File: config.mk
export PLATFORM = sky130hd
export DESIGN_NAME = vga_bounce_overlay
export DESIGN_NICKNAME = d
export VERILOG_FILES = /design/src/rtl/vga_pkg.sv /design/src/rtl/vga_sync_to_count.sv /design/src/rtl/vga_bounce_overlay.sv
export SDC_FILE = /design/constraint.sdc
export NUM_CORES = 1
export LEC_CHECK = 0
export ABC_AREA = 1
export BUFFER_PORTS_ARGS = -buffer_cell sky130_fd_sc_hd__buf_2
export CORE_UTILIZATION = 40
export DETAILED_ROUTE_END_ITERATION = 8
export PLACE_DENSITY = 0.59
export SLEW_MARGIN = 25
export SYNTH_ARGS = -nofsm -noshare
export SYNTH_HDL_FRONTEND = slang
export SYNTH_HIERARCHICAL = 1
export SYNTH_SLANG_ARGS = --single-unit
File: constraint.sdc
create_clock -name i_Clk -period 4.3 [get_ports i_Clk]
set_clock_uncertainty 0.15 [all_clocks]
set_input_delay 0 -clock i_Clk [delete_from_list [all_inputs] [get_ports i_Clk]]
set_output_delay 0 -clock i_Clk [all_outputs]
set_load 0.01 [all_outputs]
File: src/rtl/vga_pkg.sv
// vga_pkg: default VGA timing, box motion direction and counter width helper
package vga_pkg;
    localparam int DEF_TOTAL_COLS  = 800;
    localparam int DEF_TOTAL_ROWS  = 525;
    localparam int DEF_ACTIVE_COLS = 640;
    localparam int DEF_ACTIVE_ROWS = 480;
    typedef enum logic {DIR_POS, DIR_NEG} dir_t;
    function automatic int cnt_width(input int n);
        return (n > 1) ? $clog2(n) : 1;
    endfunction
endpackage

File: src/rtl/vga_sync_to_count.sv
// vga_sync_to_count: stage-1 sync registers and column/row counters rebuilt from active-area syncs
module vga_sync_to_count
    import vga_pkg::*;
#(
    parameter int TOTAL_COLS = DEF_TOTAL_COLS,
    parameter int TOTAL_ROWS = DEF_TOTAL_ROWS,
    localparam int CW = cnt_width(TOTAL_COLS),
    localparam int RW = cnt_width(TOTAL_ROWS)
) (
    input  logic          i_Clk,
    input  logic          i_Reset,
    input  logic          i_HSync,
    input  logic          i_VSync,
    output logic          o_HSync,
    output logic          o_VSync,
    output logic          o_Frame_Start,
    output logic          o_Frame_End,
    output logic [CW-1:0] o_Col_Count,
    output logic [RW-1:0] o_Row_Count
);
    logic r_VSync_Prev;
    assign o_Frame_Start = i_VSync & ~r_VSync_Prev;
    assign o_Frame_End   = ~i_VSync & r_VSync_Prev;
    // Edge history resets high so a reset released mid-frame is not mistaken for a frame start
    always_ff @(posedge i_Clk) begin
        if (i_Reset) begin
            o_HSync      <= 1'b0;
            o_VSync      <= 1'b0;
            r_VSync_Prev <= 1'b1;
            o_Col_Count  <= '0;
            o_Row_Count  <= '0;
        end else begin
            o_HSync      <= i_HSync;
            o_VSync      <= i_VSync;
            r_VSync_Prev <= i_VSync;
            if (o_Frame_Start) begin
                o_Col_Count <= '0;
                o_Row_Count <= '0;
            end else if (o_Col_Count == CW'(TOTAL_COLS - 1)) begin
                o_Col_Count <= '0;
                o_Row_Count <= (o_Row_Count == RW'(TOTAL_ROWS - 1)) ? '0 : o_Row_Count + 1'b1;
            end else begin
                o_Col_Count <= o_Col_Count + 1'b1;
            end
        end
    end
endmodule

File: src/rtl/vga_bounce_overlay.sv
// vga_bounce_overlay: draws a white box bouncing once per frame over pass-through video, 2-cycle latency.
// Define VGA_BOUNCE_OVERLAY_BORDER_EN to draw only a 2-pixel outline instead of a filled box.
module vga_bounce_overlay
    import vga_pkg::*;
#(
    parameter int VIDEO_WIDTH = 3,
    parameter int TOTAL_COLS  = DEF_TOTAL_COLS,
    parameter int TOTAL_ROWS  = DEF_TOTAL_ROWS,
    parameter int ACTIVE_COLS = DEF_ACTIVE_COLS,
    parameter int ACTIVE_ROWS = DEF_ACTIVE_ROWS,
    parameter int BOX_SIZE    = 32,
    parameter int SPEED       = 4
) (
    input  logic                   i_Clk,
    input  logic                   i_Reset,
    input  logic                   i_Overlay_En,
    input  logic                   i_HSync,
    input  logic                   i_VSync,
    input  logic [VIDEO_WIDTH-1:0] i_Red_Video,
    input  logic [VIDEO_WIDTH-1:0] i_Grn_Video,
    input  logic [VIDEO_WIDTH-1:0] i_Blu_Video,
    output logic                   o_HSync,
    output logic                   o_VSync,
    output logic [VIDEO_WIDTH-1:0] o_Red_Video,
    output logic [VIDEO_WIDTH-1:0] o_Grn_Video,
    output logic [VIDEO_WIDTH-1:0] o_Blu_Video
);
    localparam int CW = cnt_width(TOTAL_COLS);
    localparam int RW = cnt_width(TOTAL_ROWS);
    localparam logic [CW:0] X_ACT = (CW+1)'(ACTIVE_COLS);
    localparam logic [RW:0] Y_ACT = (RW+1)'(ACTIVE_ROWS);
    localparam logic [CW:0] X_BOX = (CW+1)'(BOX_SIZE);
    localparam logic [RW:0] Y_BOX = (RW+1)'(BOX_SIZE);
    localparam logic [CW:0] X_HI  = (CW+1)'(ACTIVE_COLS - BOX_SIZE);
    localparam logic [RW:0] Y_HI  = (RW+1)'(ACTIVE_ROWS - BOX_SIZE);
    localparam logic [CW:0] X_SPD = (CW+1)'(SPEED);
    localparam logic [RW:0] Y_SPD = (RW+1)'(SPEED);
    logic s1_hs, s1_vs, frame_start, frame_end, step_en, in_box, edge_px, draw;
    logic [CW-1:0] col, r_X, x_next;
    logic [RW-1:0] row, r_Y, y_next;
    logic [CW:0] cx, xx, x_fwd;
    logic [RW:0] ry, yy, y_fwd;
    logic [VIDEO_WIDTH-1:0] s1_r, s1_g, s1_b;
    dir_t r_Dir_X, r_Dir_Y, dir_x_next, dir_y_next;
    logic r_Locked;

    vga_sync_to_count #(.TOTAL_COLS(TOTAL_COLS), .TOTAL_ROWS(TOTAL_ROWS)) u_count (
        .i_Clk(i_Clk), .i_Reset(i_Reset), .i_HSync(i_HSync), .i_VSync(i_VSync),
        .o_HSync(s1_hs), .o_VSync(s1_vs), .o_Frame_Start(frame_start), .o_Frame_End(frame_end),
        .o_Col_Count(col), .o_Row_Count(row)
    );

    always_ff @(posedge i_Clk) begin
        if (i_Reset) begin
            s1_r     <= '0;
            s1_g     <= '0;
            s1_b     <= '0;
            r_X      <= '0;
            r_Y      <= '0;
            r_Dir_X  <= DIR_POS;
            r_Dir_Y  <= DIR_POS;
            r_Locked <= 1'b0;
        end else begin
            s1_r     <= i_Red_Video;
            s1_g     <= i_Grn_Video;
            s1_b     <= i_Blu_Video;
            r_X      <= x_next;
            r_Y      <= y_next;
            r_Dir_X  <= dir_x_next;
            r_Dir_Y  <= dir_y_next;
            r_Locked <= r_Locked | frame_start;
        end
    end

    // Position moves while the input is in vertical blanking, so a whole active frame sees one position
    always_comb begin
        x_fwd      = {1'b0, r_X} + X_SPD;
        y_fwd      = {1'b0, r_Y} + Y_SPD;
        step_en    = frame_end && r_Locked && i_Overlay_En;
        x_next     = r_X;
        y_next     = r_Y;
        dir_x_next = r_Dir_X;
        dir_y_next = r_Dir_Y;
        if (step_en) begin
            if (r_Dir_X == DIR_POS) begin
                x_next     = (x_fwd >= X_HI) ? X_HI[CW-1:0] : x_fwd[CW-1:0];
                dir_x_next = (x_fwd >= X_HI) ? DIR_NEG : DIR_POS;
            end else begin
                x_next     = ({1'b0, r_X} <= X_SPD) ? '0 : r_X - X_SPD[CW-1:0];
                dir_x_next = ({1'b0, r_X} <= X_SPD) ? DIR_POS : DIR_NEG;
            end
            if (r_Dir_Y == DIR_POS) begin
                y_next     = (y_fwd >= Y_HI) ? Y_HI[RW-1:0] : y_fwd[RW-1:0];
                dir_y_next = (y_fwd >= Y_HI) ? DIR_NEG : DIR_POS;
            end else begin
                y_next     = ({1'b0, r_Y} <= Y_SPD) ? '0 : r_Y - Y_SPD[RW-1:0];
                dir_y_next = ({1'b0, r_Y} <= Y_SPD) ? DIR_POS : DIR_NEG;
            end
        end
    end

    assign cx = {1'b0, col};
    assign ry = {1'b0, row};
    assign xx = {1'b0, r_X};
    assign yy = {1'b0, r_Y};
    assign in_box = cx < X_ACT && ry < Y_ACT && cx >= xx && cx < xx + X_BOX && ry >= yy && ry < yy + Y_BOX;
`ifdef VGA_BOUNCE_OVERLAY_BORDER_EN
    assign edge_px = cx < xx + (CW+1)'(2) || cx >= xx + X_BOX - (CW+1)'(2) ||
                     ry < yy + (RW+1)'(2) || ry >= yy + Y_BOX - (RW+1)'(2);
`else
    assign edge_px = 1'b1;
`endif
    assign draw = r_Locked && i_Overlay_En && in_box && edge_px;

    always_ff @(posedge i_Clk) begin
        if (i_Reset) begin
            o_HSync     <= 1'b0;
            o_VSync     <= 1'b0;
            o_Red_Video <= '0;
            o_Grn_Video <= '0;
            o_Blu_Video <= '0;
        end else begin
            o_HSync     <= s1_hs;
            o_VSync     <= s1_vs;
            o_Red_Video <= draw ? '1 : s1_r;
            o_Grn_Video <= draw ? '1 : s1_g;
            o_Blu_Video <= draw ? '1 : s1_b;
        end
    end
endmodule
== After elaboration in Yosys (flattened, before gate mapping) ==
Index checks and enable logic that the tools add are counted.
Storage, ports and cells
  flip-flop bits (word level): 66
  output and inout bits: 11
  logic and storage cells: 70
Cells by class
  muxes and demuxes: 16
  reductions and logical operators: 11
  magnitude comparators: 10
  equality and inequality tests: 2
  bitwise gates (word level): 5
  add/sub/neg operators: 8
Operators with widths (count)
  2-to-1 mux 10 bit: 7
  adder 10 x 3 -> 11 bit (second input constant): 2
  adder 10 x 6 -> 11 bit (second input constant): 2
  < comparator 10 x 11 -> 1 bit: 2
  adder 10 x 1 -> 10 bit (second input constant): 2
  == test 10 bit (second input constant): 2
  >= comparator 10 bit: 2
  <= comparator 10 x 3 -> 1 bit (second input constant): 2
  subtractor 10 x 3 -> 10 bit (second input constant): 2
  >= comparator 11 x 10 -> 1 bit (second input constant): 1
  >= comparator 11 x 9 -> 1 bit (second input constant): 1
  < comparator 10 bit (second input constant): 1
  < comparator 10 x 9 -> 1 bit (second input constant): 1
  logical AND 1 bit: 9
  2-to-1 mux 3 bit: 3
  2-to-1 mux 1 bit: 6
  OR reduction 3 bit: 1
  AND 1 bit: 2
  NOT 1 bit: 2
  OR reduction 2 bit: 1
  OR 1 bit: 1

== Logic depth before layout (Yosys ltp) ==
Gate-level depths: netlist of the first run.
  word-level depth: 8
  gate-level depth with buffers: 14
  mapped depth without buffers: 13

== By module ==
Netlist of the first run, hierarchy kept.
By module, submodules not included
  vga_bounce_overlay: cells each 410, area each 2851.5 µm², instances 1
  vga_sync_to_count: cells each 179, area each 1237.4 µm², instances 1

== Worst setup path after synthesis of the first run ==
No wires, ideal clock.
  path kind: register to register
  start: register r_X[5]
  end: register o_Blu_Video[0]
  setup time: 0.070 ns
  stages on the path, launching flop included: 14
  path buffers: 1
  arrival time: 1.963 ns
  data required time: 4.080 ns
  slack: 2.116 ns
  cells stage by stage: dfxtp_1 > clkbuf_2 > inv_1 > ha_1 > inv_1 > ha_1 > a21o_1 > a21oi_1 > nor2_1 > nor2_1 > nand2_1 > nor2_2 > nand3_4 > a21oi_1
Between the ends
  longest elaborated chain between the ends: 7
RTL lines
  start: declaration: RTL line vga_bounce_overlay.sv:39  | logic [CW-1:0] col, r_X, x_next;
  start signal: assignment: RTL line vga_bounce_overlay.sv:67  | r_X <= x_next;
  adder 10 x 6 -> 11 bit or >= comparator 10 bit (tied branches): RTL line vga_bounce_overlay.sv:106  | assign in_box = cx < X_ACT && ry < Y_ACT && cx >= xx && cx < xx + X_BOX && ry >= yy && ry < yy + Y_BOX;
  < comparator 10 x 11 -> 1 bit or logical AND 1 bit (tied branches): RTL line vga_bounce_overlay.sv:106
  logical AND 1 bit * (3 in series): RTL line vga_bounce_overlay.sv:106
  logical AND 1 bit *: RTL line vga_bounce_overlay.sv:113  | assign draw = r_Locked && i_Overlay_En && in_box && edge_px;
  2-to-1 mux 3 bit *: RTL line vga_bounce_overlay.sv:127  | o_Blu_Video <= draw ? '1 : s1_b;
  end signal: assignment: RTL line vga_bounce_overlay.sv:127
  end: declaration: RTL line vga_bounce_overlay.sv:26  | output logic [VIDEO_WIDTH-1:0] o_Blu_Video
Mark *: on every way between the ends. The rest lies on a longest branch, timed or not.
A chain may end at the register's enable or synchronous reset.

== Worst setup path in the final report of the first run ==
  start: register r_X[5]
  end: register o_Red_Video[0]
Between the ends
  longest elaborated chain between the ends: 7
RTL lines
  adder 10 x 6 -> 11 bit or >= comparator 10 bit (tied branches): RTL line vga_bounce_overlay.sv:106
  < comparator 10 x 11 -> 1 bit or logical AND 1 bit (tied branches): RTL line vga_bounce_overlay.sv:106
  logical AND 1 bit * (3 in series): RTL line vga_bounce_overlay.sv:106
  logical AND 1 bit *: RTL line vga_bounce_overlay.sv:113
  2-to-1 mux 3 bit *: RTL line vga_bounce_overlay.sv:125  | o_Red_Video <= draw ? '1 : s1_r;
  end signal: assignment: RTL line vga_bounce_overlay.sv:125
  end: declaration: RTL line vga_bounce_overlay.sv:24  | output logic [VIDEO_WIDTH-1:0] o_Red_Video,
Marked as above.

==> metrics, run 1 <==
Final Hold Fails=0; Distinct cells, synth=39; Setup TNS Final=0 ns; CTS tree=yes; post-synth net total=642; Avg Cell Area, Syn=6.94 sq um; number of clock sinks=a little over 60; Crit-path slowest cell=dfxtp_1; synth cell count leaders=100 x nand2_1, 97 x inv_1, 71 x nor2_1, 62 x dfxtp_1, 48 x a21oi_1; Clk pwr share=roughly two fifths; internal power=879 uW; CTS buffer count=9; hold path cells=9; Cell Chain, Critical Path=inv_1 -> ha_1 -> inv_1 -> ha_1 -> a21o_1 -> a21oi_1 -> nor2_1 -> nor2_1 -> nand2_1 -> nor2_2 -> nand3_4 -> a21oi_1; HPWL after DPL=6750 um; outcome=finished, final reports clean; RePlAce Congestion=0.864; Worst setup SP type=flop; CP Class=reg -> reg; crit share post-route=58.3%; CORE AREA=9820 sq um; sequential share of power=50.8%; setup ws final=1.79 ns; Crit Path Max Fanout=9; Syn. warnings=6; sequential share of the synthesized area=30.4%; Post-CTS Resized=0; Pins Over Slew Limit=0; PortBufs=24; max_slew headroom=53.9%; Tmin final=around 2.5 ns; layout cells sized above 1=10.4%; Worst-Skew Late Latency=0.34 ns; Post-synth EDFFs=0; Sw Pwr=309 uW; reg2reg setup slack=1.79 ns; Comb power frac=about a tenth; fill count=slightly above 1000; Bufs on Longest Clock Path=2; post-detailed-route count of antenna-violating nets=0; RR Startpoint=r_X[5]; Initial Util=41.6%; CP endpoint kind=flop; Net Sw Frac=26.0%; PD cells=253 nW/um^2; Congestion Overflow GR=0; antenna violations before repair=0; #FFs+latches synth=62; DP Worst Slack=1.86 ns; Design Power=1.19 mW; CTS root buf=clkbuf_8; Multi-input gate area=2400 sq um; Vias per Instance=4.84; HP Class=in -> reg; reg2reg end=o_Red_Video[0]; vias in the first global route=3491; Pre-antenna DRT Iters=4; Storage cell area=1240 sq um; top_reg_cell synth=dfxtp_1; first-pass GRT wire length=15800 um; Fmax=399 MHz; clk slew on worst S/H paths=0.07 ns; count leader, synth=nand2_1; Worst Hold Endpoint=o_Blu_Video[0]; residual DRC count=0; r2r worst-path depth=12; total of max-cap violations=0; ranking of synthesized cells by area=dfxtp_1 30%, ha_1 12%, nand2_1 9.2%; DRC marker count from the first detailed-route iteration=126; Post-Route WL=9250 um; Final setup viols=0; routed vias=3723; Ports=25; final hold slack=0.186 ns; H-tree Lvls=3; RSZ-0062 raised after global routing=false; Synth Instances=589; Req. time, crit path=4.40 ns; Crit path largest cell delay=0.52 ns; post-synth top area share=~30%; Post-Synthesis Cell Area=4090 sq um; DIE AREA=approximately 11000 sq um; P&R area growth vs syn=14.7%; Die Height=103 um; area leader, netlist=dfxtp_1; Max VDD drop=0.000139 V; overall global routing resource usage=18.8%; hold path start=i_Overlay_En; asr flop ratio synth=0%; Cell Rows=36; NumNets Final=685; Leak=~2.2 nW; post-DR wirelength/cell=approximately 12 um; largest net degree at the start of global routing=30; Slew @ Worst Pin=0.691 ns; Crit path arrival time=about 2.6 ns; ANT cells=0; die width=103 um
==> critical path, delay by kind of cell, from the launching register on <==
kind	cells	cell delay, ns
AND/OR/NAND/NOR	5	0.48
flip-flops	1	0.52
AO/OA/AOI/OAI	3	0.45
buffers and inverters	2	0.21
adder cells (fa/ha/maj)	2	0.60
==> state kept, by name (all words and copies together), names as in the netlist, 8 cells and up <==
register             count
u_count/o_Row_Count     10
r_X                      8
u_count/o_Col_Count     10
r_Y                      8
==> layout make-up <==
type	instances	share of cell area [%]
clock buffers	11	3.23
clock inverters	4	0.480
inverters	98	7.84
multi-input cells	415	51.2
flip-flops and latches	62	26.5
well taps	133	3.55
repair buffers	46	7.26
==> metrics by stage <==
stage | std cells | area (sq um) | util, %
2_1_floorplan | 589 | 4090 | -
3_3_place_gp | 732 | 4300 | 43.7
3_5_place_dp | 732 | 4300 | 43.7
4_1_cts | 769 | 4690 | 47.8
5_1_grt | 769 | 4690 | 47.8
6_report | 769 | 4690 | 47.8
==> power groups by stage <==
stage / sequential, mW / combinational, mW / clock [mW]
final: 0.603 / 0.120 / 0.465
after floorplan: 0.614 / 0.0774 / 0
after global routing: 0.605 / 0.138 / 0.507
after global placement: 0.615 / 0.102 / 0
after CTS: 0.603 / 0.119 / 0.481
after detailed placement: 0.616 / 0.104 / 0
==> worst max-delay path by stage <==
stage | from | end | slack (ns) | cells after the start
after global routing | r_X[5] | o_Blu_Video[2] | 1.59 | 12
final | r_X[5] | o_Red_Video[0] | 1.79 | 12
after detailed placement | r_X[5] | o_Grn_Video[0] | 1.86 | 12
after global placement | r_X[5] | o_Red_Video[0] | 1.93 | 12
after floorplan | r_X[5] | o_Blu_Video[0] | 2.12 | 13
after CTS | r_X[5] | o_Blu_Video[1] | 1.82 | 12
==> cell families (layout without fill, tap and decap cells) <==
logic type	after synthesis	in the layout	synth area share, %
flops	62	62	30.4
fa+ha+maj	39	39	11.9
buf+inv	112	159	11.0
simple gates	255	255	28.7
compound gates	97	97	12.9
xor+xnor	24	24	5.14
==> layout by cell type, fill, tap and decap left out, drive strengths merged, types with 2 or more instances in the layout <==
cell / instances
a21oi: 49
a31oi: 4
buf: 24
clkbuf: 11
clkinv: 3
dfxtp: 62
dlygate4sd3: 22
ha: 39
inv: 98
nand2: 105
nand3: 36
nand3b: 3
nand4: 15
nor2: 81
nor3: 7
nor3b: 2
o21a: 4
o21ai: 34
o21bai: 2
or2: 4
xnor2: 4
xor2: 20
==> what timing repair did <==
action	CTS	global route
buffers inserted	0	0
hold endpoints to repair	24	0
hold buffers	22	0
==> metal layers <==
metal,part of all wire [%],routed length [um],vias up,track usage (%)
li1,-,-,1977,-
met1,47,4340,1680,23.6
met2,49,4510,54,32.5
met3,2.7,253,12,4.00
met4,1.5,141,0,5.20
met5,0,0,-,0
Power figures use the tool's default switching activity.
==> inputs of run 2 (changes only) <==
Settings changed: PLACE_DENSITY 0.59 to 0.61.
Clock period 4.3 ns to 2.05 ns, I/O delays scaled along.
==> run 2 against run 1 <==
First-iteration DRC count shrank 7.9%; the run now ends with setup timing left; global-route usage grew 2.3 points; largest power group unchanged; die area is the same; utilization grew 5.1 points; via count grew 5.9%.
==> metrics, run 2 (synthesis gave the netlist of run 1 again) <==
Die Height=103 um; failing checks=setup timing; r2r worst-path depth=11; WP buf/inv=0; Design Power=2.74 mW; Top Registers=u_count/o_Col_Count x10, u_count/o_Row_Count x10; Req. time, crit path=2.17 ns; Leak=2.49 nW; Slew @ Worst Pin=0.509 ns; largest net degree at the start of global routing=22; Cell Rows=36; Tmin final=2.19 ns; CP Class=reg -> reg; Setup crit end=o_Blu_Video[1]; Pins Over Slew Limit=0; first-pass GRT wire length=17300 um; vias in the first global route=3881; Crit-path slowest cell=dfxtp_4; Final Hold Fails=0; number of clock sinks=62; PortBufs=24; Congestion Overflow GR=0; Pre-antenna DRT Iters=4; P&R area growth vs syn=27.0%; Crit path arrival time=2.31 ns; setup ws final=-0.137 ns; Levels on crit path=11; clk slew on worst S/H paths=0.07 ns; crit share post-route=107%; max_slew headroom=between 60 and 70%; Crit path largest cell delay=roughly 0.39 ns; CP most frequent cell=nor2_1; Setup TNS Final=-0.998 ns; final core utilization=52.9%; die width=103 um; CTS buffer count=9; Max VDD drop=0.000404 V; post-DR wirelength/cell=12.3 um; ANT cells=0; outcome=finished, violations left; Vias per Instance=4.84; layout cells sized above 1=21.1%; residual DRC count=0; routed vias=3943; CP top delay family=simple AND/OR/NAND/NOR gates; most frequent cells in the layout=100 x nand2_1, 92 x inv_1, 70 x nor2_1; most common cell after layout, fill and taps aside=nand2_1; HPWL after DPL=7400 um; CORE AREA=a little under 10000 sq um; CTS root buf=clkbuf_8; reg2reg setup slack=-0.14 ns; Crit Path Max Fanout=5; CP endpoint kind=flop; Fmax=457 MHz; RePlAce Congestion=0.918; CP startpoint=r_X[6]; Bufs on Longest Clock Path=2; RR Startpoint=r_X[6]; PD cells=~530 nW/um^2; antenna violations before repair=0; RSZ-0062 raised after global routing=true; total of max-cap violations=0; Ports=25; reg2reg end=o_Blu_Video[1]; H-tree Lvls=3; post-detailed-route count of antenna-violating nets=0; Post-Route WL=10000 um; NumNets Final=about 730; DRC marker count from the first detailed-route iteration=116; DIE AREA=10600 sq um; CTS tree=yes; overall global routing resource usage=21.1%; Worst-Skew Late Latency=0.34 ns; HP Class=in -> reg; Worst setup SP type=flop; Cell Chain, Critical Path=ha_4 -> nand3_2 -> xor2_1 -> ha_1 -> nand3b_1 -> nor2_1 -> nor2_1 -> nand2_1 -> nor2_4 -> nand3_4 -> a21oi_2; Initial Util=a little over two fifths; Final setup viols=9
## run 2: final cells by class
| cell class | count | area, sq um |
|---|---|---|
| repair buffers | 89 | 656 |
| well taps | 133 | 166 |
| flip-flops and latches | 62 | 1250 |
| multi-input cells | 416 | 2530 |
| clock inverters | 4 | 70.1 |
| clock buffers | 12 | 145 |
| inverters | 98 | 373 |
| fillers | 974 | 4630 |
## run 2: where the power goes
part / leakage (nW) / internal (mW) / switching, mW
Sequential: 0.509 / 1.24 / 0.0195
Combinational: 1.88 / 0.130 / 0.161
Clock: 0.110 / 0.715 / 0.474
Total: 2.49 / 2.08 / 0.655
## run 2: timing repair
action,in CTS,in global routing
setup buffers,2,0
endpoints found under the setup margin,9,16
gates cloned,1,0
hold endpoints to repair,19,0
resized for setup,19,9
hold buffers,14,0
pin swaps,17,2
## run 2: stage by stage
stage	setup slack, ns	hold slack (ns)	cells	cell area [sq um]
finish	-0.137	0.175	814	5190
global route	-0.348	0.231	814	5190
CTS	-0.134	0.186	814	5160
detailed placement	-0.233	0.0551	781	4710
global placement	-0.131	0.0485	781	4710
floorplan	-0.0245	-0.0788	589	4130
## run 2: how the worst min path moves through the flow
stage / to / startpoint / depth (start not counted) / slack [ns]
after floorplan: u_count/o_HSync / i_Reset / 1 / -0.08
after global placement: s1_g[1] / i_Grn_Video[1] / 3 / 0.05
after detailed placement: s1_g[2] / i_Grn_Video[2] / 3 / 0.06
after CTS: o_Grn_Video[0] / i_Overlay_En / 9 / 0.19
after global routing: o_Red_Video[2] / i_Overlay_En / 9 / 0.23
final: o_Grn_Video[0] / i_Overlay_En / 9 / 0.17
## run 2: worst min-delay path: stages
cell     delay, ns
buf_2         0.10
nand2_1       0.07
nor2_1        0.05
nand3_1       0.08
a21oi_1       0.04
nand2_1       0.07
inv_2         0.07
nand3_4       0.08
a21oi_1       0.06
## run 2: layer usage
| metal | track usage (%) | routed length, um | part of all wire, % | vias to the layer above |
|---|---|---|---|---|
| met5 | 0 | 0 | 0 | - |
| met4 | 9.86 | 226 | 2.3 | 0 |
| met3 | 3.32 | 351 | 3.5 | 20 |
| met2 | 37.1 | 4930 | 49 | 82 |
| met1 | 25.1 | 4540 | 45 | 1773 |
| li1 | - | - | - | 2068 |
==> inputs of run 3 (changes only) <==
Settings changed: CORE_MARGIN set to 4, GPL_TIMING_DRIVEN set to 0.
==> run 3 against run 2 <==
The flow still finishes with violations (setup timing); total power shrank 8.8%; sequential power hardly changed; design area down 6.0%; utilization is 3.4 points lower; final cell count decreased by 3.7%; via count is 3.6% lower; worst hold slack better by 0.039 ns; critical path type unchanged; largest power group unchanged.
==> metrics, run 3 (synthesis gave the netlist of run 1 again) <==
outcome=finished, violations left; DIE AREA=11900 sq um; Bufs on Longest Clock Path=2; setup ws final=-0.274 ns; NumNets Final=699; Initial Util=between 40 and 50%; fin area=4880 sq um; Comb power frac=11.1%; Slew @ Worst Pin=0.588 ns; DRC marker count from the first detailed-route iteration=approximately 160; non-filler cells in the finished layout=784; most frequent cells in the layout=100 x nand2_1, 92 x inv_1, 69 x nor2_1; post-DR wirelength/cell=roughly 12 um; layout cells sized above 1=16.6%; CTS root buf=clkbuf_8; first-pass GRT wire length=16600 um; failing checks=setup timing; HPWL after DPL=6940 um; die width=109 um; Ports=25; residual DRC count=0; Req. time, crit path=2.17 ns; Congestion Overflow GR=0; Clk pwr share=between 30% and 40%; Crit-path slowest cell=dfxtp_4; r2r worst-path depth=12; CP Class=reg -> reg; Final setup viols=9; Worst setup SP type=flop; number of clock sinks=62; Crit Path Max Fanout=5; Sw Pwr=~670 uW; P&R area growth vs syn=19.4%; CP endpoint kind=flop; Tmin final=2.32 ns; Cell Rows=36; Worst Hold Endpoint=o_Blu_Video[1]; Final Hold Fails=0; Crit path largest cell delay=around 0.41 ns; clk slew on worst S/H paths=0.07 ns; Max VDD drop=0.000479 V; crit share post-route=113%; Worst-Skew Late Latency=0.34 ns; post-detailed-route count of antenna-violating nets=0; Post-Route WL=9770 um; Leak=2.30 nW; H-tree Lvls=3; CTS tree=yes; Setup TNS Final=-2.17 ns; Crit path arrival time=2.44 ns; PortBufs=24; antenna violations before repair=0; Fmax=~430 MHz; largest net degree at the start of global routing=12; placed insts=746; reg2reg setup slack=-0.27 ns; hold path start=i_Overlay_En; total of max-cap violations=0; most common cell after layout, fill and taps aside=nand2_1; dpl cell area=around 4400 sq um; internal power=approximately 1.8 mW; Vias per Instance=approximately 4.9; Die Height=about 110 um; Pins Over Slew Limit=0; vias in the first global route=between 3000 and 4000; Cell Chain, Critical Path=inv_1 -> ha_4 -> inv_2 -> ha_4 -> a21o_1 -> a21oi_1 -> nor2_1 -> nor2_1 -> nand2_1 -> nor2_4 -> nand3_4 -> a21oi_2; PD cells=511 nW/um^2; ANT cells=0; max_slew headroom=60.8%; final core utilization=49.5%; Net Sw Frac=a little over a quarter; RR Startpoint=r_X[6]; RSZ-0062 raised after global routing=true; overall global routing resource usage=between 10% and 20%; sequential share of power=50.4%; CORE AREA=9860 sq um; HP Class=in -> reg; RePlAce Congestion=0.934; hold path cells=9; reg2reg end=o_Grn_Video[2]; routed vias=between 3000 and 4000; Pre-antenna DRT Iters=4; CTS buffer count=9; Top Registers=u_count/o_Col_Count x10, u_count/o_Row_Count x10
==> run 3: how the worst max path moves through the flow <==
stage	slack, ns	from	depth (start not counted)	end
after floorplan	-0.02	r_X[5]	13	o_Blu_Video[0]
after global placement	-0.25	r_X[6]	12	o_Blu_Video[1]
after detailed placement	-0.31	r_X[5]	13	o_Red_Video[1]
after CTS	-0.23	r_X[5]	13	o_Blu_Video[0]
after global routing	-0.38	r_X[5]	13	o_Grn_Video[2]
final	-0.27	r_X[6]	12	o_Grn_Video[2]
==> run 3: metrics by stage <==
step / setup slack, ns / hold WS, ns / power [mW]
after floorplan: -0.0245 / -0.0788 / 1.45
after global placement: -0.251 / 0.0480 / 1.52
after detailed placement: -0.314 / 0.0557 / 1.52
after CTS: -0.234 / 0.196 / 2.53
after global routing: -0.384 / 0.271 / 2.62
final: -0.274 / 0.214 / 2.50
==> run 3: cell type report <==
cell class / count / area (sq um)
inverter: 98 / 375
buffer: 14 / 93.8
multi-input combinational: 416 / 2500
timing repair buffer: 45 / 313
tap: 133 / 166
fill: 971 / 4980
sequential: 62 / 1260
clock buffer: 10 / 138
clock inverter: 6 / 37.5
==> run 3: timing repair <==
action,CTS,global route
hold buffers,14,0
setup endpoints to repair,9,17
buffers inserted,7,0
pin swaps,14,1
resized for setup,18,11
cloned,1,0
hold endpoints to repair,21,0
==> run 3: routing by layer <==
metal / GRT usage, % / part of all wire, %
met1: 21.7 / 48
met2: 30.1 / 48
met3: 3.02 / 3.1
met4: 6.04 / 1.3
met5: 0 / 0
==> run 3: critical path: cells and delay by family (launching register included) <==
kind	cells	cell delay [ns]
AOI/OAI and AO/OA	3	0.42
adders and majority gates	2	0.51
buffers and inverters	2	0.15
DFF	1	0.41
and+or+nand+nor	5	0.61
==> run 3: power by group through the flow <==
stage	clock network, mW	logic (mW)	registers [mW]
after detailed placement	0	0.233	1.29
after floorplan	0	0.165	1.29
after global placement	0	0.229	1.29
after global routing	1.04	0.314	1.26
final	0.961	0.277	1.26
after CTS	1.00	0.275	1.26
